[src/rtl/multicycle_sequencer.sv]
// multicycle_sequencer
//   Sequenced controller for the 16-bit, 8-register CPU datapath.
//   Each instruction moves through FETCH -> DECODE -> EXEC -> (MEM) -> (WB).
//   The controller can wait in MEM on a slow data memory. HALT and TRAP
//   are terminal states that only reset leaves.
// Ports
//   clk, reset      clock; synchronous active-high reset
//   run             start request, sampled only in IDLE
//   opcode          IR[15:12], latched in DECODE
//   zero            rs1 == rs2 compare result (beq)
//   mem_ready       data memory access completes this cycle (MEM only)
//   ir_we, pc_we    IR load / PC update strobes
//   pc_src          0: PC+1, 1: PC+imm
//   alu_op          ALU function select
//   reg_write       register file write enable
//   mem_read/write  data memory strobes
//   busy            executing (not IDLE/HALT/TRAP)
//   halted/illegal  HALT reached / undefined opcode trapped
//   state           current state encoding (debug)
//   instr_count     retired instructions (wraps)
module multicycle_sequencer #(
  parameter int CNT_W = 16
) (
  input  logic             clk,
  input  logic             reset,
  input  logic             run,
  input  logic [3:0]       opcode,
  input  logic             zero,
  input  logic             mem_ready,
  output logic             ir_we,
  output logic             pc_we,
  output logic             pc_src,
  output logic [2:0]       alu_op,
  output logic             reg_write,
  output logic             mem_read,
  output logic             mem_write,
  output logic             busy,
  output logic             halted,
  output logic             illegal,
  output logic [2:0]       state,
  output logic [CNT_W-1:0] instr_count
);

  typedef enum logic [2:0] {
    S_IDLE   = 3'd0,
    S_FETCH  = 3'd1,
    S_DECODE = 3'd2,
    S_EXEC   = 3'd3,
    S_MEM    = 3'd4,
    S_WB     = 3'd5,
    S_HALT   = 3'd6,
    S_TRAP   = 3'd7
  } state_t;

  localparam logic [3:0] OP_LW   = 4'h5;
  localparam logic [3:0] OP_SW   = 4'h6;
  localparam logic [3:0] OP_BEQ  = 4'h7;
  localparam logic [3:0] OP_HALT = 4'hF;

  state_t           r_state;
  logic [3:0]       r_op;
  logic [CNT_W-1:0] r_cnt;

  logic       w_is_alu;
  logic       w_lw;
  logic       w_sw;
  logic       w_beq;
  logic [2:0] w_alu_sel;

  // Class decode of the latched opcode; only meaningful after DECODE.
  assign w_is_alu  = (r_op <= 4'h4);
  assign w_lw      = (r_op == OP_LW);
  assign w_sw      = (r_op == OP_SW);
  assign w_beq     = (r_op == OP_BEQ);
  // Memory ops use the adder for address generation; beq compares via sub.
  assign w_alu_sel = w_is_alu ? r_op[2:0] : (w_beq ? 3'b001 : 3'b000);

  always_ff @(posedge clk) begin
    if (reset) begin
      r_state <= S_IDLE;
      r_op    <= 4'h0;
      r_cnt   <= '0;
    end else begin
      if (pc_we)
        r_cnt <= r_cnt + {{(CNT_W-1){1'b0}}, 1'b1};
      case (r_state)
        S_IDLE:   if (run) r_state <= S_FETCH;
        S_FETCH:  r_state <= S_DECODE;
        S_DECODE: begin
          r_op <= opcode;
          if (opcode == OP_HALT)  r_state <= S_HALT;
          else if (opcode[3])     r_state <= S_TRAP;
          else                    r_state <= S_EXEC;
        end
        S_EXEC: begin
          if (w_is_alu)      r_state <= S_WB;
          else if (w_beq)    r_state <= S_FETCH;
          else               r_state <= S_MEM;
        end
        S_MEM:    if (mem_ready) r_state <= w_lw ? S_WB : S_FETCH;
        S_WB:     r_state <= S_FETCH;
        S_HALT:   r_state <= S_HALT;
        S_TRAP:   r_state <= S_TRAP;
        default:  r_state <= S_IDLE;
      endcase
    end
  end

  // Output decode from state and latched opcode. Two inputs leak through:
  // zero steers pc_src for beq, and mem_ready retires sw in its final MEM cycle.
  always_comb begin
    ir_we     = 1'b0;
    pc_we     = 1'b0;
    pc_src    = 1'b0;
    alu_op    = 3'b000;
    reg_write = 1'b0;
    mem_read  = 1'b0;
    mem_write = 1'b0;
    case (r_state)
      S_FETCH: ir_we = 1'b1;
      S_EXEC: begin
        alu_op = w_alu_sel;
        if (w_beq) begin
          pc_we  = 1'b1;
          pc_src = zero;
        end
      end
      S_MEM: begin
        alu_op    = w_alu_sel;
        mem_read  = w_lw;
        mem_write = w_sw;
        pc_we     = w_sw & mem_ready;
      end
      S_WB: begin
        alu_op    = w_alu_sel;
        reg_write = 1'b1;
        pc_we     = 1'b1;
      end
      default: ;
    endcase
  end

  assign busy        = (r_state != S_IDLE) && (r_state != S_HALT) && (r_state != S_TRAP);
  assign halted      = (r_state == S_HALT);
  assign illegal     = (r_state == S_TRAP);
  assign state       = r_state;
  assign instr_count = r_cnt;

endmodule

[config.mk]
export PLATFORM = sky130hd
export DESIGN_NAME = multicycle_sequencer
export DESIGN_NICKNAME = d
export VERILOG_FILES = /design/src/rtl/multicycle_sequencer.sv
export SDC_FILE = /design/constraint.sdc
export NUM_CORES = 1
export LEC_CHECK = 0
export ABC_AREA = 0
export ABC_CLOCK_PERIOD_IN_PS = 2100
export BUFFER_PORTS_ARGS = -buffer_cell sky130_fd_sc_hd__buf_4
export CORE_MARGIN = 2
export CORE_UTILIZATION = 52
export CTS_CLUSTER_SIZE = 10
export DETAILED_ROUTE_END_ITERATION = 8
export GPL_ROUTABILITY_DRIVEN = 0
export PLACE_DENSITY = 0.84
export REMOVE_ABC_BUFFERS = 1
export SLEW_MARGIN = 20
export SYNTH_ARGS = -nofsm -noshare
export SYNTH_HDL_FRONTEND = slang
export SYNTH_SLANG_ARGS = --single-unit
export TNS_END_PERCENT = 10
[constraint.sdc]
create_clock -name clk -period 2.1 [get_ports clk]
set_input_delay 0.42 -clock clk [delete_from_list [all_inputs] [get_ports clk]]
set_output_delay 0.42 -clock clk [all_outputs]
set_load 0.05 [all_outputs]
==> After elaboration in Yosys (flattened, before gate mapping) <==
Cells that the tools add are included.
{ "totals": {"out_inout_bits": 31, "input_bits": 9, "ff_bits": 23, "elab_cells": 46} }
{ "op_classes": {"eq_ne": 15, "reduce_logical": 6, "bitwise": 1, "add_sub_neg": 1, "magnitude_cmp": 1, "n_mux": 19} }
{ "op_table": {"columns": ["operator", "n"], "rows": [
  ["$mux W3", 9],
  ["$pmux W3 S8", 1],
  ["$add A16 B1 Y16 const B", 1],
  ["$eq A3 B3 Y1 const B", 4],
  ["$eq A4 B3 Y1 const B", 3],
  ["$mux W1", 8],
  ["$eq A3 B2 Y1 const B", 2],
  ["$ne A3 B3 Y1 const B", 2],
  ["$eq A4 B4 Y1 const B", 1],
  ["$le A4 B3 Y1 const B", 1],
  ["$ne A2 B2 Y1 const B", 2],
  ["$eq A3 B1 Y1 const B", 1],
  ["$logic_not A3 Y1", 1],
  ["$pmux W1 S3", 1],
  ["$reduce_bool A3 Y1", 1],
  ["$reduce_or A3 Y1", 1],
  ["$logic_and A1 B1 Y1", 2],
  ["$reduce_and A2 Y1", 1],
  ["$and A1 B1 Y1", 1]
]} }

==> Logic depth before layout (Yosys ltp) <==
Gate-level depths: netlist of the first run.
{ "depth": {"depth_word": 4, "depth_mapped": 7} }

==> Worst setup path after synthesis of the first run <==
OpenSTA, ideal clock, no wires.
{ "synth_path": {"kind": "reg-to-output", "start": "register r_state[2], in the netlist state[2]", "end": "output alu_op[0]", "arrival_time_ns": 2.778, "stages_incl_launch_ff": 5, "setup_slack_ns": -1.098, "path_buffers": 1, "path_cell_list": "dfxtp_1 -> buf_2 -> and2b_4 -> nor2_1 -> nor4b_1"} }
{ "synth_between": {"elab_chain_len": 3, "elab_cells_between_ends": 5, "classes_between": "eq/ne: 3; mux: 1; reduce/logical: 1"} }
{ "synth_rtl": {"columns": ["item", "line", "rtl"], "rows": [
  ["start: declaration", "60", "state_t r_state;"],
  ["start signal: assignment", "100", "S_MEM: if (mem_ready) r_state <= w_lw ? S_WB : S_FETCH;"],
  ["$eq A3 B2 Y1 or $eq A3 B3 Y1 (tied branches)", "119", "case (r_state)"],
  ["$reduce_or A3 Y1 (no line) *", null, null],
  ["$mux W3 *", "119", null],
  ["end: declaration", "33", "output logic [2:0] alu_op,"]
]} }
Every way passes the cells marked *; elsewhere a longest branch is shown, timed or not.

==> Worst setup path in the final report of the first run <==
{ "layout_path": {"start": "register r_op[0]", "end": "output pc_we"} }
{ "layout_between": {"elab_chain_len": 3, "elab_cells_between_ends": 5, "classes_between": "eq/ne: 2; mux: 2; bitwise: 1"} }
{ "layout_rtl": {"columns": ["item", "line", "rtl"], "rows": [
  ["start: declaration", "61", "logic [3:0] r_op;"],
  ["start signal: assignment", "90", "r_op <= opcode;"],
  ["$eq A4 B3 Y1, on equally long branches", "73, 74", null],
  ["$and A1 B1 Y1 or $mux W1 (tied branches)", "132, 123", null],
  ["$pmux W1 S3 *", "119", null],
  ["end: declaration", "31", "output logic pc_we,"]
]} }
Marked as above.

==> flow_summary.yaml, run 1 <==
floorplanning:
  fp.dieH_um: 58.49
  fp.dieArea_um2: 3421
  coreArea_um2: 2781
  fp.dieW_um: 58.49
  io_pins: 40
  floorplan.initialDensity_pct: 55.51
  fp-row-count: 19
yosys:
  ys_seq_area_share_pct: 29.82
  synthCells: 169
  yosys.cell_types.count: 51
  synth_commonest_cells: "dfxtp_1, nor2_1, nor2b_1"
  synth-main-ff-cell: "dfxtp_1"
  synthTopCellsByArea: "dfxtp_1, mux2_4, nor2b_1"
  syn-cell-area_um2: 1544
  yosys.area.top_type: "dfxtp_1"
  ys_ff_latch: 23
  yosysWarnings: 0
  async_flop_share_pct: 0
  postSynthAreaPerCell_um2: 9.136
  synth_top_area_share_pct: 29.82
  synth_edf_count: 0
critical_path:
  r2r_end: "instr_count[12]$_SDFFE_PP0P_"
  crit_arrival_ns: 1.64
  start_kind: "register"
  worstPathMaxFanout: 8
  critPathRequiredTime_ns: 1.68
  rr_worst_depth: 5
  r2r_start: "r_op[1]$_SDFFE_PP0P_"
  cp-end-kind: "primary output"
  rrSetupSlack_ns: 0.19
  critPathKind: "reg -> out"
timing:
  finalHoldViolCount: 0
  finClkSkew_ns: 0.003215
  maxSlewViolCount: 0
  fmax_mhz: 484.8
  tightestPinTransition_ns: 0.4325
  fin_setup_tns_ns: 0
  hold_ws_ns: 0.3500
  period_share_pct: 98.23
  setup_viol: 0
  final.min_clock_period_ns: 2.063
  slew_headroom_pct: 71.04
  rsz0062_at_grt: "yes"
grt:
  grt_util_met2_pct: 34.83
  use_met1_pct: 28.53
  grt_pass1_vias: 1238
  grt_pass1_wl_mm: 5.713
  grt_max_degree: 37
  grt_use_met3_pct: 2.418
  grt_use_total_pct: 21.19
  antenna_found_initial: 0
  grt-ovfl-total: 0
  grt-busiest-layer: "met2"
cts:
  cts_root_buf: "clkbuf_4"
  clk_transition_reported_paths_ns: 0.13
  htreeDepth: 1
  cts_inserted_buffers: 3
  holdBufCountCts: 0
  post_cts_buffers: 0
  clock-sinks: 23
  cts_tree: "done"
  cts.path.max_buffers: 2
  insertion_delay_ns: 0.33
final_layout:
  nFillCells: 218
  finalNetCount: 216
  final_layout_size_suffix_gt1_share_pct: 40.00
  antennaDiodeCount: 0
  syn2layout_area_growth_pct: 22.61
  multi_input_area_um2: 1018
  regArea_um2: 466.7
power_and_ir_drop:
  switching_share_pct: 41.43
  switching_power_uw: 520.3
  power_density_nw_per_um2: 663.5
  p_comb_share_pct: 40.3
  total_power_uw: 1256
  p_leak_uw: 0.0008190
  clockPowerShare_pct: 17.6
  p_seq_share_pct: 42.0
  max-vdd-ir-drop_v: 0.0007564
  intPower_uw: 735.6
hold_path:
  whs_endpoint: "r_op[2]$_SDFFE_PP0P_"
  hold_depth: 3
  hold_class: "in -> reg"
  hp-start: "opcode[2]"
routing:
  drt_iter0_markers: 32
  wl_per_cell_um: 15.08
  drt_drc_violations_left: 0
  drt_first_pass_iters: 4
  wl_mm: 3.559
  vias: 1360
  via_per_inst: 5.763
  antenna_left: 0
place:
  numPortBuffers: 39
  hpwl_mm: 2.632
run_status:
  status: "completed"
flow_run:
  max-cap-violations: 0
logic make-up (layout without fill, tap and decap cells):
kind of cell	count (synthesis)	in the layout	share of synthesized area (%)
compound gates	28	28	16.70
buf+inv	13	49	5.023
flops	23	23	29.82
fa+ha+maj	1	1	0.8102
mux	17	17	13.78
xor+xnor	2	2	1.135
simple gates	85	85	32.74
how the worst max path moves through the flow:
stage,startpoint,to,depth (start not counted)
CTS,r_op[3]$_SDFFE_PP0P_,pc_we,4
floorplan,state[0]$_SDFFE_PP0P_,alu_op[0],3
global route,r_op[3]$_SDFFE_PP0P_,pc_we,4
detailed placement,state[2]$_SDFFE_PP0P_,instr_count[12]$_SDFFE_PP0P_,5
global placement,mem_ready,instr_count[10]$_SDFFE_PP0P_,6
finish,r_op[0]$_SDFFE_PP0P_,pc_we,4
layout by cell type (no fill, tap or decap), types with 2 or more instances in the layout:
cell type / netlist / final
nand3_1: 5 / 5
clkbuf_4: 0 / 3
a21oi_2: 6 / 6
dfxtp_2: 0 / 5
and4_1: 3 / 3
nand4_1: 6 / 6
o21ai_0: 2 / 2
buf_4: 0 / 42
mux2_4: 7 / 7
and3_1: 2 / 2
mux2_1: 5 / 5
and2_1: 2 / 2
a21oi_1: 6 / 6
mux2i_1: 4 / 4
nor4b_2: 0 / 2
a211oi_1: 4 / 4
nor2_1: 23 / 23
nor2b_1: 16 / 16
nand2_1: 10 / 10
dfxtp_1: 23 / 18
and4b_2: 2 / 2
nor3_1: 3 / 3
layer usage:
metal / up-vias / routed length, um
met3: 7 / 129
met4: 0 / 63
li1: 677 / -
met1: 642 / 1666
met2: 34 / 1699
met5: - / 0
final cells by class:
class                           count  area share, %
Clock buffer                        4          1.388
Inverter                            2         0.3966
Multi-Input combinational cell    133          53.80
Sequential cell                    23          24.65
Tap cell                           31          2.049
Timing Repair Buffer               43          17.71
flip-flops by register name (all words and copies together) (netlist names):
name / cells
instr_count: 16
r_op: 4
state: 3
repair_timing:
action | in CTS | in global routing
endpoints found under the setup margin | 3 | 4
gates resized for setup | 4 | 3
hold endpoints to repair | 0 | 0
power groups by stage:
stage | Combinational [uW] | Clock [uW] | Sequential [uW]
after global routing | 537 | 236 | 534
after global placement | 493 | 0 | 526
final | 507 | 221 | 528
after CTS | 504 | 222 | 525
after detailed placement | 501 | 0 | 532
after floorplan | 263 | 0 | 608
metrics by stage:
stage          worst slack (ns)  utilization (%)  std cells  cell area [um^2]
6_report                0.03720            68.06        236              1893
5_1_grt                -0.02784            68.06        236              1893
4_1_cts               -0.003135            67.75        236              1884
3_5_place_dp             0.1784            66.44        232              1848
3_3_place_gp             0.2891            66.44        232              1848
2_1_floorplan            -1.216                -        158              1474
worst max-delay path: stages (launching register included):
cell,delay [ns]
dfxtp_2,0.43
and4bb_4,0.28
a22oi_4,0.31
nand2_1,0.10
buf_4,0.20
Note: power is estimated with default switching activity, not from simulation.
==> inputs of run 2 (changes only) <==
--- a/config.mk
+++ b/config.mk
@@ -9,11 +9,12 @@
 export ABC_CLOCK_PERIOD_IN_PS = 2100
 export BUFFER_PORTS_ARGS = -buffer_cell sky130_fd_sc_hd__buf_4
 export CORE_MARGIN = 2
-export CORE_UTILIZATION = 52
+export CORE_UTILIZATION = 55
+export CTS_BUF_LIST = sky130_fd_sc_hd__clkbuf_2
 export CTS_CLUSTER_SIZE = 10
 export DETAILED_ROUTE_END_ITERATION = 8
 export GPL_ROUTABILITY_DRIVEN = 0
-export PLACE_DENSITY = 0.84
+export PLACE_DENSITY = 0.88
 export REMOVE_ABC_BUFFERS = 1
 export SLEW_MARGIN = 20
 export SYNTH_ARGS = -nofsm -noshare
==> run 2 against run 1 <==
Against the previous run: combinational power is 9.3% higher; global-route usage is 3.0 points higher; largest power group is now combinational cells; non-clock buffer count is 6 higher; cell count is 2.5% higher; routed wire length is 6.6% higher; largest cell class unchanged; sequential share of layout area is 0.43 points lower; via count is 4.3% higher; worst setup slack better by 0.025 ns.
==> flow_summary.yaml, run 2 (synthesis results as in run 1) <==
final_layout:
  finalNetCount: 222
  final_cell_mix: "buf_4, nor2_1, dfxtp_1"
  final_layout_size_suffix_gt1_share_pct: 43.13
  largest_reg_flops: 16
  syn2layout_area_growth_pct: 25.77
  antennaDiodeCount: 0
  final_common_cell: "buf_4"
routing:
  wl_per_cell_um: 15.68
  wl_mm: 3.795
  antenna_left: 0
  drt_drc_violations_left: 0
  vias: 1419
  drt-met1-wl_mm: 1.655
  drt_first_pass_iters: 4
  wl_met2_mm: 1.905
  drt_iter0_markers: 54
  via_per_inst: 5.864
  topRoutingLayerUsed: "met4"
  dr_wl_met3_um: 189
timing:
  final.min_clock_period_ns: 2.037
  fmax_mhz: 490.8
  finalHoldViolCount: 0
  finClkSkew_ns: 0.01897
  rsz0062_at_grt: "yes"
  period_share_pct: 97.02
  post-route-worst-setup-slack_ns: 0.06266
  maxSlewViolCount: 0
  slew_headroom_pct: 69.81
  tightestPinTransition_ns: 0.4509
  setup_viol: 0
critical_path:
  r2r_start: "r_op[1]$_SDFFE_PP0P_"
  crit_end: "instr_count[10]$_SDFFE_PP0P_"
  slowest_stage: "dfxtp_1"
  rr_worst_depth: 6
  startpoint: "r_op[1]$_SDFFE_PP0P_"
  critPathRequiredTime_ns: 2.33
  crit_chain: "and4b_2, a22oi_4, buf_4, buf_12, a211oi_1, mux2_1"
  crit_arrival_ns: 2.27
  max_stage_delay_ns: 0.50
  start_kind: "register"
  cp-end-kind: "register"
  worstPathMaxFanout: 9
  critPathKind: "reg -> reg"
  rrSetupSlack_ns: 0.06
  r2r_end: "instr_count[10]$_SDFFE_PP0P_"
grt:
  grt_use_total_pct: 24.19
  grt-ovfl-total: 0
  grt_pass1_vias: 1333
  antenna_found_initial: 0
  grt_max_degree: 37
  grt_pass1_wl_mm: 6.320
power_and_ir_drop:
  intPower_uw: 735.6
  switching_power_uw: 522.8
  max-vdd-ir-drop_v: 0.0009231
  p_seq_share_pct: 41.5
  power_density_nw_per_um2: 648.1
  total_power_uw: 1258
  clockPowerShare_pct: 14.5
  p_leak_uw: 0.0008515
  switching_share_pct: 41.54
  p_comb_share_pct: 44.0
cts:
  clk_transition_reported_paths_ns: 0.19
  clock-sinks: 23
  cts_inserted_buffers: 3
  insertion_delay_ns: 0.34
  htreeDepth: 1
  cts_tree: "done"
  holdBufCountCts: 0
  cts_root_buf: "clkbuf_2"
  cts.path.max_buffers: 2
floorplanning:
  fp-row-count: 19
  fp.dieH_um: 56.99
  fp.dieW_um: 56.99
  fp.dieArea_um2: 3247
  coreArea_um2: 2710
  io_pins: 40
  floorplan.initialDensity_pct: 56.97
place:
  hpwl_mm: 2.724
  numPortBuffers: 39
  dp_slack_ns: 0.2014
flow_run:
  max-cap-violations: 0
run_status:
  status: "completed"
hold_path:
  hold_class: "in -> reg"
[run 2: changes by cell type in the layout (fill, tap and decap cells not counted), sizes merged]
cell / delta
buf: +6
[run 2: area by class of cell]
cell class                 instances  area (um^2)
clock buffer                       4        20.02
fill                             214        768.2
inverter                           2        7.507
multi-input combinational        133         1025
sequential                        23        470.5
tap                               31        38.79
timing repair buffer              49        380.4
[run 2: worst min-delay path by stage]
| stage | from | endpoint | cells after the start |
|---|---|---|---|
| floorplan | reset | instr_count[1]$_SDFFE_PP0P_ | 1 |
| global placement | instr_count[1]$_SDFFE_PP0P_ | instr_count[1]$_SDFFE_PP0P_ | 2 |
| finish | opcode[0] | r_op[0]$_SDFFE_PP0P_ | 3 |
| global route | opcode[0] | r_op[0]$_SDFFE_PP0P_ | 3 |
| CTS | opcode[1] | r_op[1]$_SDFFE_PP0P_ | 3 |
| detailed placement | instr_count[1]$_SDFFE_PP0P_ | instr_count[1]$_SDFFE_PP0P_ | 2 |
[run 2: routing by layer]
layer	up-vias	GRT usage, %
li1	685	-
met1	678	31.68
met2	50	41.05
met3	6	3.855
met4	0	7.309
met5	-	0
[run 2: critical path: cells and delay by family, from the launching register on]
| kind | cells | cell delay [ns] |
|---|---|---|
| flops | 1 | 0.50 |
| mux | 1 | 0.39 |
| compound gates | 2 | 0.37 |
| simple gates | 1 | 0.35 |
| buf+inv | 2 | 0.33 |
[run 2: timing repair]
item | in CTS | in global routing
gates cloned | 0 | 0
resized for setup | 2 | 9
setup buffers | 1 | 3
setup endpoints to repair | 3 | 4
pin swaps | 1 | 1
[run 2: stage by stage]
| stage | cells | instance area [um^2] | setup TNS, ns | utilization (%) | hold slack (ns) |
|---|---|---|---|---|---|
| 2_1_floorplan | 158 | 1474 | -4.441 | - | 0.4891 |
| 3_3_place_gp | 234 | 1863 | 0 | 68.74 | 0.4913 |
| 3_5_place_dp | 234 | 1863 | 0 | 68.74 | 0.5332 |
| 4_1_cts | 239 | 1898 | 0 | 70.04 | 0.3387 |
| 5_1_grt | 242 | 1942 | -0.009372 | 71.65 | 0.3136 |
| 6_report | 242 | 1942 | 0 | 71.65 | 0.3447 |
[run 2: power groups by stage]
stage	logic (uW)	clock network [uW]	registers (uW)
2_1_floorplan	263	0	608
3_3_place_gp	502	0	518
3_5_place_dp	516	0	522
4_1_cts	521	186	516
5_1_grt	592	208	529
6_report	554	182	522
==> inputs of run 3 (changes only) <==
--- a/config.mk
+++ b/config.mk
@@ -14,6 +14,7 @@
 export CTS_CLUSTER_SIZE = 10
 export DETAILED_ROUTE_END_ITERATION = 8
 export GPL_ROUTABILITY_DRIVEN = 0
+export MAX_ROUTING_LAYER = met4
 export PLACE_DENSITY = 0.88
 export REMOVE_ABC_BUFFERS = 1
 export SLEW_MARGIN = 20
==> run 3 against run 2 <==
Against the previous run: via count increased by 1.3%; power barely moved; global-route usage rose by 0.74 points; clock power is essentially flat; critical path type unchanged; highest routed layer unchanged.
==> flow_summary.yaml, run 3 (synthesis results as in run 1) <==
power_and_ir_drop:
  p_leak_uw: 0.0008515
  power_density_nw_per_um2: 647.9
  max-vdd-ir-drop_v: 0.0009231
  total_power_uw: 1258
grt:
  grt_use_total_pct: 24.93
  grt_max_degree: 37
  grt-ovfl-total: 0
  grt_pass1_wl_mm: 6.320
  grt_pass1_vias: 1334
  antenna_found_initial: 0
timing:
  period_share_pct: 96.98
  fmax_mhz: 491.0
  finClkSkew_ns: 0.01827
  maxSlewViolCount: 0
  rsz0062_at_grt: "yes"
  finalHoldViolCount: 0
  hold_ws_ns: 0.3436
  setup_viol: 0
  slew_headroom_pct: 69.81
  tightestPinTransition_ns: 0.4508
  final.min_clock_period_ns: 2.037
final_layout:
  largest_reg_flops: 16
  antennaDiodeCount: 0
  finalNetCount: 222
  nFillCells: 214
  final_cell_mix: "buf_4, nor2_1, dfxtp_1"
  final_common_cell: "buf_4"
  final_layout_size_suffix_gt1_share_pct: 43.13
  syn2layout_area_growth_pct: 25.77
  fin_cells: 242
place:
  hpwl_mm: 2.724
  numPortBuffers: 39
  dpl.cell_count: 234
cts:
  clk_transition_reported_paths_ns: 0.19
  cts.path.max_buffers: 2
  holdBufCountCts: 0
  clock-sinks: 23
  cts_tree: "done"
  htreeDepth: 1
  cts_inserted_buffers: 3
  cts_root_buf: "clkbuf_2"
  insertion_delay_ns: 0.34
routing:
  wl_mm: 3.824
  vias: 1437
  drt_drc_violations_left: 0
  drt_iter0_markers: 52
  antenna_left: 0
  via_per_inst: 5.938
  drt_first_pass_iters: 4
  wl_per_cell_um: 15.80
critical_path:
  critPathKind: "reg -> reg"
  cp-end-kind: "register"
  max_stage_delay_ns: 0.50
  slowest_stage: "dfxtp_1"
  worstPathMaxFanout: 9
  crit_chain: "and4b_2, a22oi_4, buf_4, buf_12, a211oi_1, mux2_1"
  worst-path-buf-inv: 2
  path_delay_family: "flip-flops"
  crit_arrival_ns: 2.27
  critPathRequiredTime_ns: 2.33
  start_kind: "register"
floorplanning:
  coreArea_um2: 2710
  floorplan.initialDensity_pct: 56.97
  fp-row-count: 19
  fp.dieW_um: 56.99
  fp.dieArea_um2: 3247
  fp.dieH_um: 56.99
  io_pins: 40
hold_path:
  hold_class: "in -> reg"
run_status:
  status: "completed"
flow_run:
  max-cap-violations: 0
[run 3: cell counts in the layout (fill, tap and decap cells not counted)]
Identical to the previous run, type by type.
[run 3: stage by stage]
| stage | utilization (%) | setup TNS, ns | instance area, um^2 | setup slack (ns) |
|---|---|---|---|---|
| global route | 71.65 | -0.009354 | 1942 | -0.008314 |
| detailed placement | 68.74 | 0 | 1863 | 0.2014 |
| floorplan | - | -4.441 | 1474 | -1.216 |
| CTS | 70.04 | 0 | 1898 | 0.01984 |
| finish | 71.65 | 0 | 1942 | 0.06349 |
| global placement | 68.74 | 0 | 1863 | 0.2559 |
[run 3: worst register-to-register path, stage by stage, from the launching register on]
cell      delay, ns
dfxtp_1        0.50
and4b_2        0.35
a22oi_4        0.07
buf_4          0.19
buf_12         0.15
a211oi_1       0.30
mux2_1         0.39
[run 3: layer usage]
layer  track usage (%)  vias to the layer above  part of all wire, %
met5                 -                        -                    0
met2             41.05                       54                   50
met1             31.68                      691                   44
met3             3.855                        8                  5.0
li1                  -                      684                    -
met4             7.309                        0                  1.4
[run 3: what timing repair did]
action                                  4_1_cts  5_1_grt
cloned                                        0        0
pin swaps                                     1        1
resized for setup                             2        9
endpoints found under the setup margin        3        4
buffers inserted                              1        3
[run 3: power by group]
group	leakage [uW]	internal [uW]	switching, uW
sequential	0.000188	476	46.6
combinational	0.000646	209	344
clock	0.0000166	50.4	132
[run 3: layout make-up]
type	instances	area [um^2]	area share, %
clock buffers	4	20.02	1.031
repair buffers	49	380.4	19.59
multi-input cells	133	1025	52.77
flip-flops and latches	23	470.5	24.23
inverters	2	7.507	0.3866
well taps	31	38.79	1.997
[run 3: final timing paths]
path | endpoint | depth (start not counted) | from | slack, ns
worst max-delay path | instr_count[10]$_SDFFE_PP0P_ | 6 | r_op[1]$_SDFFE_PP0P_ | 0.06
worst min-delay path | r_op[0]$_SDFFE_PP0P_ | 3 | opcode[0] | 0.34
worst max register to register | instr_count[10]$_SDFFE_PP0P_ | 6 | r_op[1]$_SDFFE_PP0P_ | 0.06
worst min register to register | instr_count[1]$_SDFFE_PP0P_ | 2 | instr_count[1]$_SDFFE_PP0P_ | 0.56
